<file path="src/rtl/stopwatch_ctrl_if.sv">
// stopwatch_ctrl_if: button inputs and control outputs of the stopwatch control FSM
interface stopwatch_ctrl_if;
    logic       btn_go;
    logic       btn_lap;
    logic       run;
    logic       clr;
    logic       lap_hold;
    logic [1:0] state;
    modport master (output btn_go, btn_lap, input run, clr, lap_hold, state);
    modport slave  (input btn_go, btn_lap, output run, clr, lap_hold, state);
endinterface

</file>
<file path="src/rtl/stopwatch_ctrl.sv">
// stopwatch_ctrl: start/stop/lap/long-press-clear control FSM; LAP state enabled by macro LAP_MODE_EN
module stopwatch_ctrl #(
    parameter int LONG_PRESS_TICKS = 100_000_000,
    parameter int CNT_W            = 27
) (
    input  logic             clk,
    input  logic             rst,
    stopwatch_ctrl_if.slave  sw
);
    typedef enum logic [1:0] {IDLE = 2'd0, RUN = 2'd1, PAUSE = 2'd2, LAP = 2'd3} state_t;
    state_t           state_q, state_d;
    logic [CNT_W-1:0] cnt_q, cnt_d;
    logic             go_prev_q, clr_q, clr_d, go_rise, long_press;
`ifdef LAP_MODE_EN
    logic             lap_prev_q, lap_rise;
    assign lap_rise = sw.btn_lap & ~lap_prev_q;
`endif
    assign go_rise    = sw.btn_go & ~go_prev_q;
    assign long_press = (state_q == PAUSE) && sw.btn_lap && (cnt_q == CNT_W'(LONG_PRESS_TICKS - 1));
    // next state; go edge always takes priority over lap events
    always_comb begin
        state_d = state_q;
        case (state_q)
            IDLE:    if (go_rise) state_d = RUN;
            RUN: begin
                if (go_rise) state_d = PAUSE;
`ifdef LAP_MODE_EN
                else if (lap_rise) state_d = LAP;
`endif
            end
            PAUSE: begin
                if (go_rise) state_d = RUN;
                else if (long_press) state_d = IDLE;
            end
`ifdef LAP_MODE_EN
            LAP: begin
                if (go_rise) state_d = PAUSE;
                else if (lap_rise) state_d = RUN;
            end
`endif
            default: state_d = IDLE;
        endcase
    end
    // long-press counter runs only while LAP is held in PAUSE and saturates at the threshold via the clear
    always_comb begin
        clr_d = long_press && !go_rise;
        cnt_d = (state_q == PAUSE && sw.btn_lap && !go_rise && !long_press) ? cnt_q + 1'b1 : '0;
    end
    // state, counter, clear pulse and edge-detect history; history resets high to suppress held buttons
    always_ff @(posedge clk) begin
        if (rst) begin
            state_q   <= IDLE;
            cnt_q     <= '0;
            clr_q     <= 1'b0;
            go_prev_q <= 1'b1;
`ifdef LAP_MODE_EN
            lap_prev_q <= 1'b1;
`endif
        end else begin
            state_q   <= state_d;
            cnt_q     <= cnt_d;
            clr_q     <= clr_d;
            go_prev_q <= sw.btn_go;
`ifdef LAP_MODE_EN
            lap_prev_q <= sw.btn_lap;
`endif
        end
    end
    assign sw.state = state_q;
    assign sw.run   = (state_q == RUN) || (state_q == LAP);
    assign sw.clr   = clr_q;
`ifdef LAP_MODE_EN
    assign sw.lap_hold = (state_q == LAP);
`else
    assign sw.lap_hold = 1'b0;
`endif
endmodule

</file>
<file path="src/flat_wrapper.sv">
// flat-port wrapper written by rule: the top's interface ports become plain ports
module stopwatch_ctrl_flat 
#(
    parameter int LONG_PRESS_TICKS = 100_000_000,
    parameter int CNT_W            = 27
)
  (clk, rst, sw_btn_go, sw_btn_lap, sw_run, sw_clr, sw_lap_hold, sw_state);
  stopwatch_ctrl_if sw_i ();
  input  logic clk;
  input  logic rst;
  input wire logic [$bits(sw_i.btn_go)-1:0] sw_btn_go;
  input wire logic [$bits(sw_i.btn_lap)-1:0] sw_btn_lap;
  output wire logic [$bits(sw_i.run)-1:0] sw_run;
  output wire logic [$bits(sw_i.clr)-1:0] sw_clr;
  output wire logic [$bits(sw_i.lap_hold)-1:0] sw_lap_hold;
  output wire logic [$bits(sw_i.state)-1:0] sw_state;
  assign sw_i.btn_go = sw_btn_go;
  assign sw_i.btn_lap = sw_btn_lap;
  assign sw_run = sw_i.run;
  assign sw_clr = sw_i.clr;
  assign sw_lap_hold = sw_i.lap_hold;
  assign sw_state = sw_i.state;
  stopwatch_ctrl #(.LONG_PRESS_TICKS(LONG_PRESS_TICKS), .CNT_W(CNT_W)) u_core (.clk(clk), .rst(rst), .sw(sw_i));
endmodule
</file>
<file path="config.mk">
export PLATFORM = sky130hd
export DESIGN_NAME = stopwatch_ctrl_flat
export DESIGN_NICKNAME = d
export VERILOG_FILES = /design/src/rtl/stopwatch_ctrl_if.sv /design/src/rtl/stopwatch_ctrl.sv /design/src/flat_wrapper.sv
export SDC_FILE = /design/constraint.sdc
export NUM_CORES = 1
export LEC_CHECK = 0
export BUFFER_PORTS_ARGS = -buffer_cell sky130_fd_sc_hd__buf_2
export CORE_MARGIN = 3
export CORE_UTILIZATION = 45
export CTS_CLUSTER_SIZE = 16
export DETAILED_ROUTE_END_ITERATION = 6
export REMOVE_ABC_BUFFERS = 1
export SLEW_MARGIN = 20
export SYNTH_ARGS = -nofsm -noshare
export SYNTH_HDL_FRONTEND = slang
export SYNTH_SLANG_ARGS = --single-unit
</file>
<file path="constraint.sdc">
create_clock -name clk -period 4.6 [get_ports clk]
set_input_delay 0.92 -clock clk [delete_from_list [all_inputs] [get_ports clk]]
set_output_delay 0.92 -clock clk [all_outputs]
set_load 0.03 [all_outputs]
</file>
==> results.md, run 1 <==
- Synthesis-stage register bit count: 31
- Reg power frac: 0.636
- Most common cell after layout, fill and taps aside: dfxtp_1
- Period utilization: 0.4953
- Cell leakage power: 0.0005223 uW
- Root buffer selected by CTS: clkbuf_4
- Final setup viols: 0
- Starting DRC count in detailed routing: 84
- PortBufs: 7
- Req. time, crit path: between 4 and 5 ns
- Global-route usage over all layers: 0.1811
- DRT Pass-1 Iters: 4
- Placed Area: 1645 um2
- Max-slew violation count: 0
- Hold Vio Cnt, Final: 0
- Hold Startpoint: u_core.cnt_q[0]$_SDFF_PP0_
- Crit-path slowest cell: nor3_4
- Area Growth Syn to Fin: 4.563%
- Clk_lat worst skew: between 0.3 and 0.4 ns
- Post-synthesis instance total: 178
- Area of the mapped netlist: about 1600 um2
- Diode count: 0
- Setup Fix Bufs, Post-CTS: 0
- Ports: 9
- Asr flop ratio synth: 0
- Nets@finish: 188
- Detailed Route WL: around 3500 um
- CTS Buffer Depth: 2
- WHS: roughly 0.46 ns
- Worst-path maximum fanout: 21
- Reg clk slew, reported paths: 0.09 ns
- Largest net degree at the start of global routing: 28
- Vias: approximately 1400
- Comb pwr share: 0.023
- Synthesized area per cell: 9.089 um2
- Distinct cell type count after synthesis: between 40 and 50
- Peak Freq: around 0.44 GHz
- Area fraction of the dominant cell type after synthesis: 0.3836
- Clock network fraction of total power: 0.342
- Inserted Clock Buffers: 5
- Worst reg2reg startpoint: u_core.cnt_q[25]$_SDFF_PP0_
- Sw Share: 0.2310
- Worst setup SP type: flop
- Via density: 6.136
- Max cap viols: 0
- Top cell type by total area after synthesis: dfxtp_1
- Vias in the first global route: around 1400
- Worst setup path start: u_core.cnt_q[25]$_SDFF_PP0_
- Initial Util: 0.4773
- Final Cell Area: 1692 um2
- Synth warnings: 0
- Slew headroom: 0.4080
- CP Cell Sequence: or4b_1 > or3_4 > nor3_4 > and2_1
- FF/Latch Area: 620.6 um2
- Slew @ Worst Pin: a little under 0.9 ns
- # DRC: 0
- Main flop type after synthesis: dfxtp_1
- Maximum vdd ir drop: approximately 0.15 mV
- Worst min path class: reg -> reg
- First-pass GRT wire length: ~6100 um
- Critical Path End Type: flop
- Htree depth: 2
- Pwr Density: 251.1 nW/um2
- Clock skew: 0.01112 ns
- Post-synthesis sequential area ratio: 0.3836
- Critical path type: reg -> reg
- # rows: 21
- FILL cells: roughly 340
- Endpoint arrival time on the critical path: 2.56 ns
- Sw power: 98.10 uW
- Core area: 3390 um2
- Synth top area cells: dfxtp_1 38%, a211oi_1 5.1%, or4_1 4.6%
- WL/cell: 15.26 um
- Die H: 65.96 um
- Initial antenna violation count: 0
- Status: complete, no violations
- Die Area: 4351 um2
- EDFF count, synth: 0
- Final Util: 0.4991
- CTS-repair resized insts: 0
- DP HPWL: 2413 um
- Multi-input combinational cell area: ~930 um2
- Layout cell share with drive strength beyond 1: 0.1264
- Hold_buf cts: 0
- CTS tree: done
- Final setup TNS: 0 ns
- Die X: 65.96 um
- Most frequent cells in the layout: 31 x dfxtp_1, 15 x nand2_1, 11 x a211oi_1
- GRT Residual Overflow: 0
- CP top delay family: simple AND/OR/NAND/NOR gates
- Crit-path max cell delay: about 0.75 ns
- Unrepaired setup endpoints after global routing: false
- GP Congestion: 0.7760
- TritonCTS Sinks: 31
- Internal: approximately 330 uW
- Period minus WS final: ~2.3 ns
- Routed Antenna Nets: 0
- Crit path buf inv count: 0
==> stage by stage <==
stage,total power (uW),setup WS [ns],instances
3_5_place_dp,285.7,1.902,222
3_3_place_gp,285.5,1.993,222
6_report,424.7,2.322,228
5_1_grt,438.0,2.191,228
2_1_floorplan,282.1,2.396,169
4_1_cts,427.1,2.271,228
==> cell type report <==
cell class / instances / share of cell area
clock buffers: 6 / 0.02441
inverters: 2 / 0.004438
multi-input cells: 136 / 0.5496
flip-flops and latches: 31 / 0.3669
well taps: 46 / 0.03402
repair buffers: 7 / 0.02071
==> layer usage <==
metal  part of all wire  GRT usage  routed length [um]  vias to the layer above
met5                  0          0                   0                        -
met4              0.020    0.09137                  68                        0
met3              0.027    0.04082                  93                        7
met2               0.49     0.2991                1699                       21
met1               0.46     0.2195                1618                      678
li1                   -          -                   -                      693
==> cell usage after synthesis, types with 2 or more instances <==
| cell | count |
|---|---|
| a211oi_1 | 11 |
| a211oi_2 | 2 |
| a21oi_1 | 2 |
| and2_1 | 3 |
| and3_1 | 4 |
| and4_1 | 3 |
| buf_4 | 2 |
| buf_6 | 3 |
| clkbuf_1 | 3 |
| dfxtp_1 | 31 |
| inv_1 | 2 |
| nand2_1 | 15 |
| nand3_1 | 5 |
| nand4_1 | 9 |
| nand4_2 | 2 |
| nor2_1 | 9 |
| nor2b_1 | 2 |
| nor3_1 | 6 |
| nor4b_1 | 2 |
| o21ai_0 | 6 |
| o31ai_1 | 7 |
| or3_1 | 9 |
| or4_1 | 10 |
| xnor2_1 | 2 |
| xor2_1 | 8 |
==> power by group through the flow <==
stage	Combinational (uW)	Sequential, uW	Clock, uW
4_1_cts	9.50	270	148
3_5_place_dp	9.46	276	0
3_3_place_gp	9.29	276	0
2_1_floorplan	3.90	278	0
6_report	9.67	270	145
5_1_grt	10.6	270	157
==> sequential cells by signal (all words and copies together) (netlist names) <==
register / count
u_core.sw.clr: 1
u_core.cnt_q: 27
u_core.go_prev_q: 1
u_core.sw.state: 2
==> worst paths after layout <==
path                                 to  slack (ns)  cells past startpoint
max reg2reg    u_core.sw.clr$_SDFF_PP0_        2.32                      4
min reg2reg  u_core.cnt_q[0]$_SDFF_PP0_        0.46                      1
max            u_core.sw.clr$_SDFF_PP0_        2.32                      4
min          u_core.cnt_q[0]$_SDFF_PP0_        0.46                      1
==> cells by family (layout without fill, tap and decap cells) <==
family / Yosys count / in the layout / share of synthesized area
DFF: 31 / 31 / 0.3836
and+or+nand+nor: 92 / 92 / 0.3643
AOI/OAI and AO/OA: 32 / 32 / 0.1431
other: 1 / 1 / 0.002318
buffers and inverters: 11 / 15 / 0.04485
xor gates and xnor gates: 10 / 10 / 0.05414
adders and majority gates: 1 / 1 / 0.007733
Power figures use the tool's default switching activity.
==> run 2, diff against run 1 <==
- ABC_AREA: default -> 1
- clock period: 4.6 -> 1.97 ns (I/O delays scaled with it)
==> run 2 against run 1 <==
Against the previous run:
- combinational power up 130%
- cell area up 10%
- critical path type unchanged
- clock-buffer cell count up 1
- routed wire length down 13%
- highest routed layer unchanged
- largest cell class unchanged
- non-clock buffer count up 1
- core utilization up 3.1 points
- worst setup slack worse by 2.0 ns
- clock skew down 0.0076 ns
- maximum frequency up 42%
- first-iteration DRC count up 4.8%
==> results.md, run 2 <==
- Status: complete, no violations (unchanged)
- Synth warnings: 0 (unchanged)
- Largest net degree at the start of global routing: 28 (unchanged)
- Worst reg2reg startpoint: u_core.cnt_q[0]$_SDFF_PP0_ (was u_core.cnt_q[25]$_SDFF_PP0_)
- Htree depth: 2 (unchanged)
- Area Growth Syn to Fin: 8.279% (was 4.563%)
- Post-synthesis instance total: 250 (was 178)
- Clock skew: 0.003561 ns (was 0.01112 ns)
- Area fraction of the dominant cell type after synthesis: 0.3602 (was 0.3836)
- GRT Residual Overflow: 0 (unchanged)
- Final setup TNS: 0 ns (unchanged)
- Dpl ws: 0.3592 ns (was 1.902 ns)
- Layout cell share with drive strength beyond 1: 0.1756 (was 0.1264)
- Hold Startpoint: sw_btn_go (was u_core.cnt_q[0]$_SDFF_PP0_)
- WL/cell: 9.857 um (was 15.26 um)
- Clk_lat worst skew: 0.28 ns (was 0.34 ns)
- Max cap viols: 0 (unchanged)
- CTS Buffer Depth: 2 (unchanged)
- DRT Pass-1 Iters: 5 (was 4)
- CTS-repair resized insts: 0 (unchanged)
- Top cell type by total area after synthesis: dfxtp_1 (unchanged)
- Diode count: 0 (unchanged)
- Critical Path End Type: flop (unchanged)
- Worst min path class: in -> reg (was reg -> reg)
- Reg2reg path depth: 9 (was 4)
- Req. time, crit path: 2.14 ns (was 4.88 ns)
- PortBufs: 7 (unchanged)
- Cell leakage power: 0.0006392 uW (was 0.0005223 uW)
- Reg-to-reg critical path endpoint: u_core.cnt_q[19]$_SDFF_PP0_ (was u_core.sw.clr$_SDFF_PP0_)
- Hold Path Cell Cnt: 3 (was 1)
- Distinct cell type count after synthesis: 23 (was 45)
- Clock network fraction of total power: 0.422 (was 0.342)
- Detailed Route WL: 3036 um (was 3480 um)
- Main flop type after synthesis: dfxtp_1 (unchanged)
- R2r setup slk: 0.37 ns (was 2.32 ns)
- Comb pwr share: 0.020 (was 0.023)
- Worst setup SP type: flop (unchanged)
- Hold_buf cts: 0 (unchanged)
- EDFF count, synth: 0 (unchanged)
- Die Area: 4607 um2 (was 4351 um2)
- Nets@finish: 266 (was 188)
- Die X: 67.88 um (was 65.96 um)
- Critical path type: reg -> reg (unchanged)
- Synthesized area per cell: 6.892 um2 (was 9.089 um2)
- Endpoint arrival time on the critical path: 1.77 ns (was 2.56 ns)
- Root buffer selected by CTS: clkbuf_8 (was clkbuf_4)
- Initial Util: 0.4893 (was 0.4773)
- Asr flop ratio synth: 0 (unchanged)
- # DRC: 0 (unchanged)
- CTS tree: done (unchanged)
- Period utilization: 0.8138 (was 0.4953)
- Most frequent cell after synthesis: nand2_1 (was dfxtp_1)
- Via density: 4.409 (was 6.136)
- Post-synthesis sequential area ratio: 0.3602 (was 0.3836)
- Multi-input combinational cell area: 919.6 um2 (was 929.6 um2)
- Vias: 1358 (was 1399)
- Most frequent cells in the layout: 70 x nand2_1, 36 x nor2_1, 35 x inv_1 (was 31 x dfxtp_1, 15 x nand2_1, 11 x a211oi_1)
- Setup Fix Bufs, Post-CTS: 0 (unchanged)
- Max FFs per register: 27 (unchanged)
- # rows: 21 (unchanged)
- TritonCTS Sinks: 31 (unchanged)
- Peak Freq: 0.6238 GHz (was 0.4389 GHz)
- WHS: 0.3128 ns (was 0.4585 ns)
- Final setup viols: 0 (unchanged)
- Sw Share: 0.2178 (was 0.2310)
- Ports: 9 (unchanged)
- GP Congestion: 0.8049 (was 0.7760)
- Layout Cells excl Fill: 308 (was 228)
- Starting DRC count in detailed routing: 88 (was 84)
- First-pass GRT wire length: 5444 um (was 6092 um)
- Unrepaired setup endpoints after global routing: false (unchanged)
- Inserted Clock Buffers: 5 (unchanged)
- Sw power: 246.1 uW (was 98.10 uW)
- Period minus WS final: 1.603 ns (was 2.278 ns)
- Die H: 67.88 um (was 65.96 um)
- Routed Antenna Nets: 0 (unchanged)
- Reg power frac: 0.559 (was 0.636)
- Worst-path maximum fanout: 27 (was 21)
- Maximum vdd ir drop: 0.3622 mV (was 0.1450 mV)
- DP HPWL: 2291 um (was 2413 um)
- Synth top cells by count: 70 x nand2_1, 36 x nor2_1, 35 x inv_1 (was 31 x dfxtp_1, 15 x nand2_1, 11 x a211oi_1)
- Hold endpoint: u_core.go_prev_q$_SDFF_PP1_ (was u_core.cnt_q[0]$_SDFF_PP0_)
- FILL cells: 369 (was 335)
- Hold Vio Cnt, Final: 0 (unchanged)
- Core area: 3521 um2 (was 3390 um2)
- Internal: 884.0 uW (was 326.6 uW)
- Vias in the first global route: 1224 (was 1378)
- Post-Place Cells: 300 (was 222)
- Synthesis-stage register bit count: 31 (unchanged)
- Reg clk slew, reported paths: 0.06 ns (was 0.09 ns)
- Initial antenna violation count: 0 (unchanged)
- Pwr Density: 605.8 nW/um2 (was 251.1 nW/um2)
- Max-slew violation count: 0 (unchanged)
- Setup WS post-layout: 0.3669 ns (was 2.322 ns)
- Top reg by flops: u_core.cnt_q (unchanged)
- Most common cell after layout, fill and taps aside: nand2_1 (was dfxtp_1)
- Area of the mapped netlist: 1723 um2 (was 1618 um2)
- Final Util: 0.5299 (was 0.4991)
- FF/Latch Area: 620.6 um2 (unchanged)
- Synth top area cells: dfxtp_1 36%, nand2_1 15%, nor2_2 9.1% (was dfxtp_1 38%, a211oi_1 5.1%, or4_1 4.6%)
- Global-route usage over all layers: 0.1585 (was 0.1811)
## run 2: per-stage QoR
| stage | total power [uW] | area, um2 |
|---|---|---|
| finish | 1130 | 1866 |
| global route | 1177 | 1866 |
| CTS | 1146 | 1866 |
| detailed placement | 667.9 | 1784 |
| global placement | 667.5 | 1784 |
| floorplan | 659.6 | 1672 |
## run 2: per-layer routing
layer | track usage | wire length [um] | vias up
met5 | 0 | 0 | -
met4 | 0.04467 | 27 | 0
met3 | 0.04433 | 96 | 4
met2 | 0.2345 | 1253 | 16
met1 | 0.2247 | 1658 | 571
li1 | - | - | 767
## run 2: how the worst max path moves through the flow
stage,to,depth (start not counted),slack (ns),start
after detailed placement,u_core.cnt_q[19]$_SDFF_PP0_,9,0.36,u_core.cnt_q[0]$_SDFF_PP0_
after CTS,u_core.cnt_q[19]$_SDFF_PP0_,9,0.35,u_core.cnt_q[0]$_SDFF_PP0_
after global routing,u_core.cnt_q[19]$_SDFF_PP0_,9,0.25,u_core.cnt_q[0]$_SDFF_PP0_
after global placement,u_core.cnt_q[18]$_SDFF_PP0_,9,0.39,u_core.cnt_q[0]$_SDFF_PP0_
final,u_core.cnt_q[19]$_SDFF_PP0_,9,0.37,u_core.cnt_q[0]$_SDFF_PP0_
after floorplan,u_core.cnt_q[13]$_SDFF_PP0_,6,0.35,u_core.sw.state[0]$_SDFFE_PP0P_
## run 2: cell families after synthesis
family | share of synthesized area
compound gates | 0.007261
xor+xnor | 0.08134
fa+ha+maj | 0.007261
buf+inv | 0.1060
flops | 0.3602
other cells | 0.002177
simple gates | 0.4357
## run 2: worst max-delay path, cell delays in order (launching register included)
cell      delay (ns)
dfxtp_1         0.38
ha_1            0.22
nand2_2         0.08
nor2_4          0.15
nand2_4         0.10
nor2_4          0.11
nand2_2         0.08
nand3b_4        0.09
buf_12          0.20
nor2_1          0.07
## run 2: power by group through the flow
| stage | combinational, uW | clock, uW | sequential (uW) |
|---|---|---|---|
| after detailed placement | 22.5 | 0 | 645 |
| after floorplan | 9.56 | 0 | 650 |
| final | 22.5 | 476 | 631 |
| after global placement | 22.3 | 0 | 645 |
| after CTS | 22.6 | 493 | 631 |
| after global routing | 24.9 | 521 | 631 |
## run 2: layout make-up
class	instances	area share
clock inverter	1	0.002683
inverter	35	0.07042
timing repair buffer	8	0.02951
tap	46	0.03085
sequential	31	0.3327
clock buffer	7	0.04091
multi-input combinational	180	0.4930
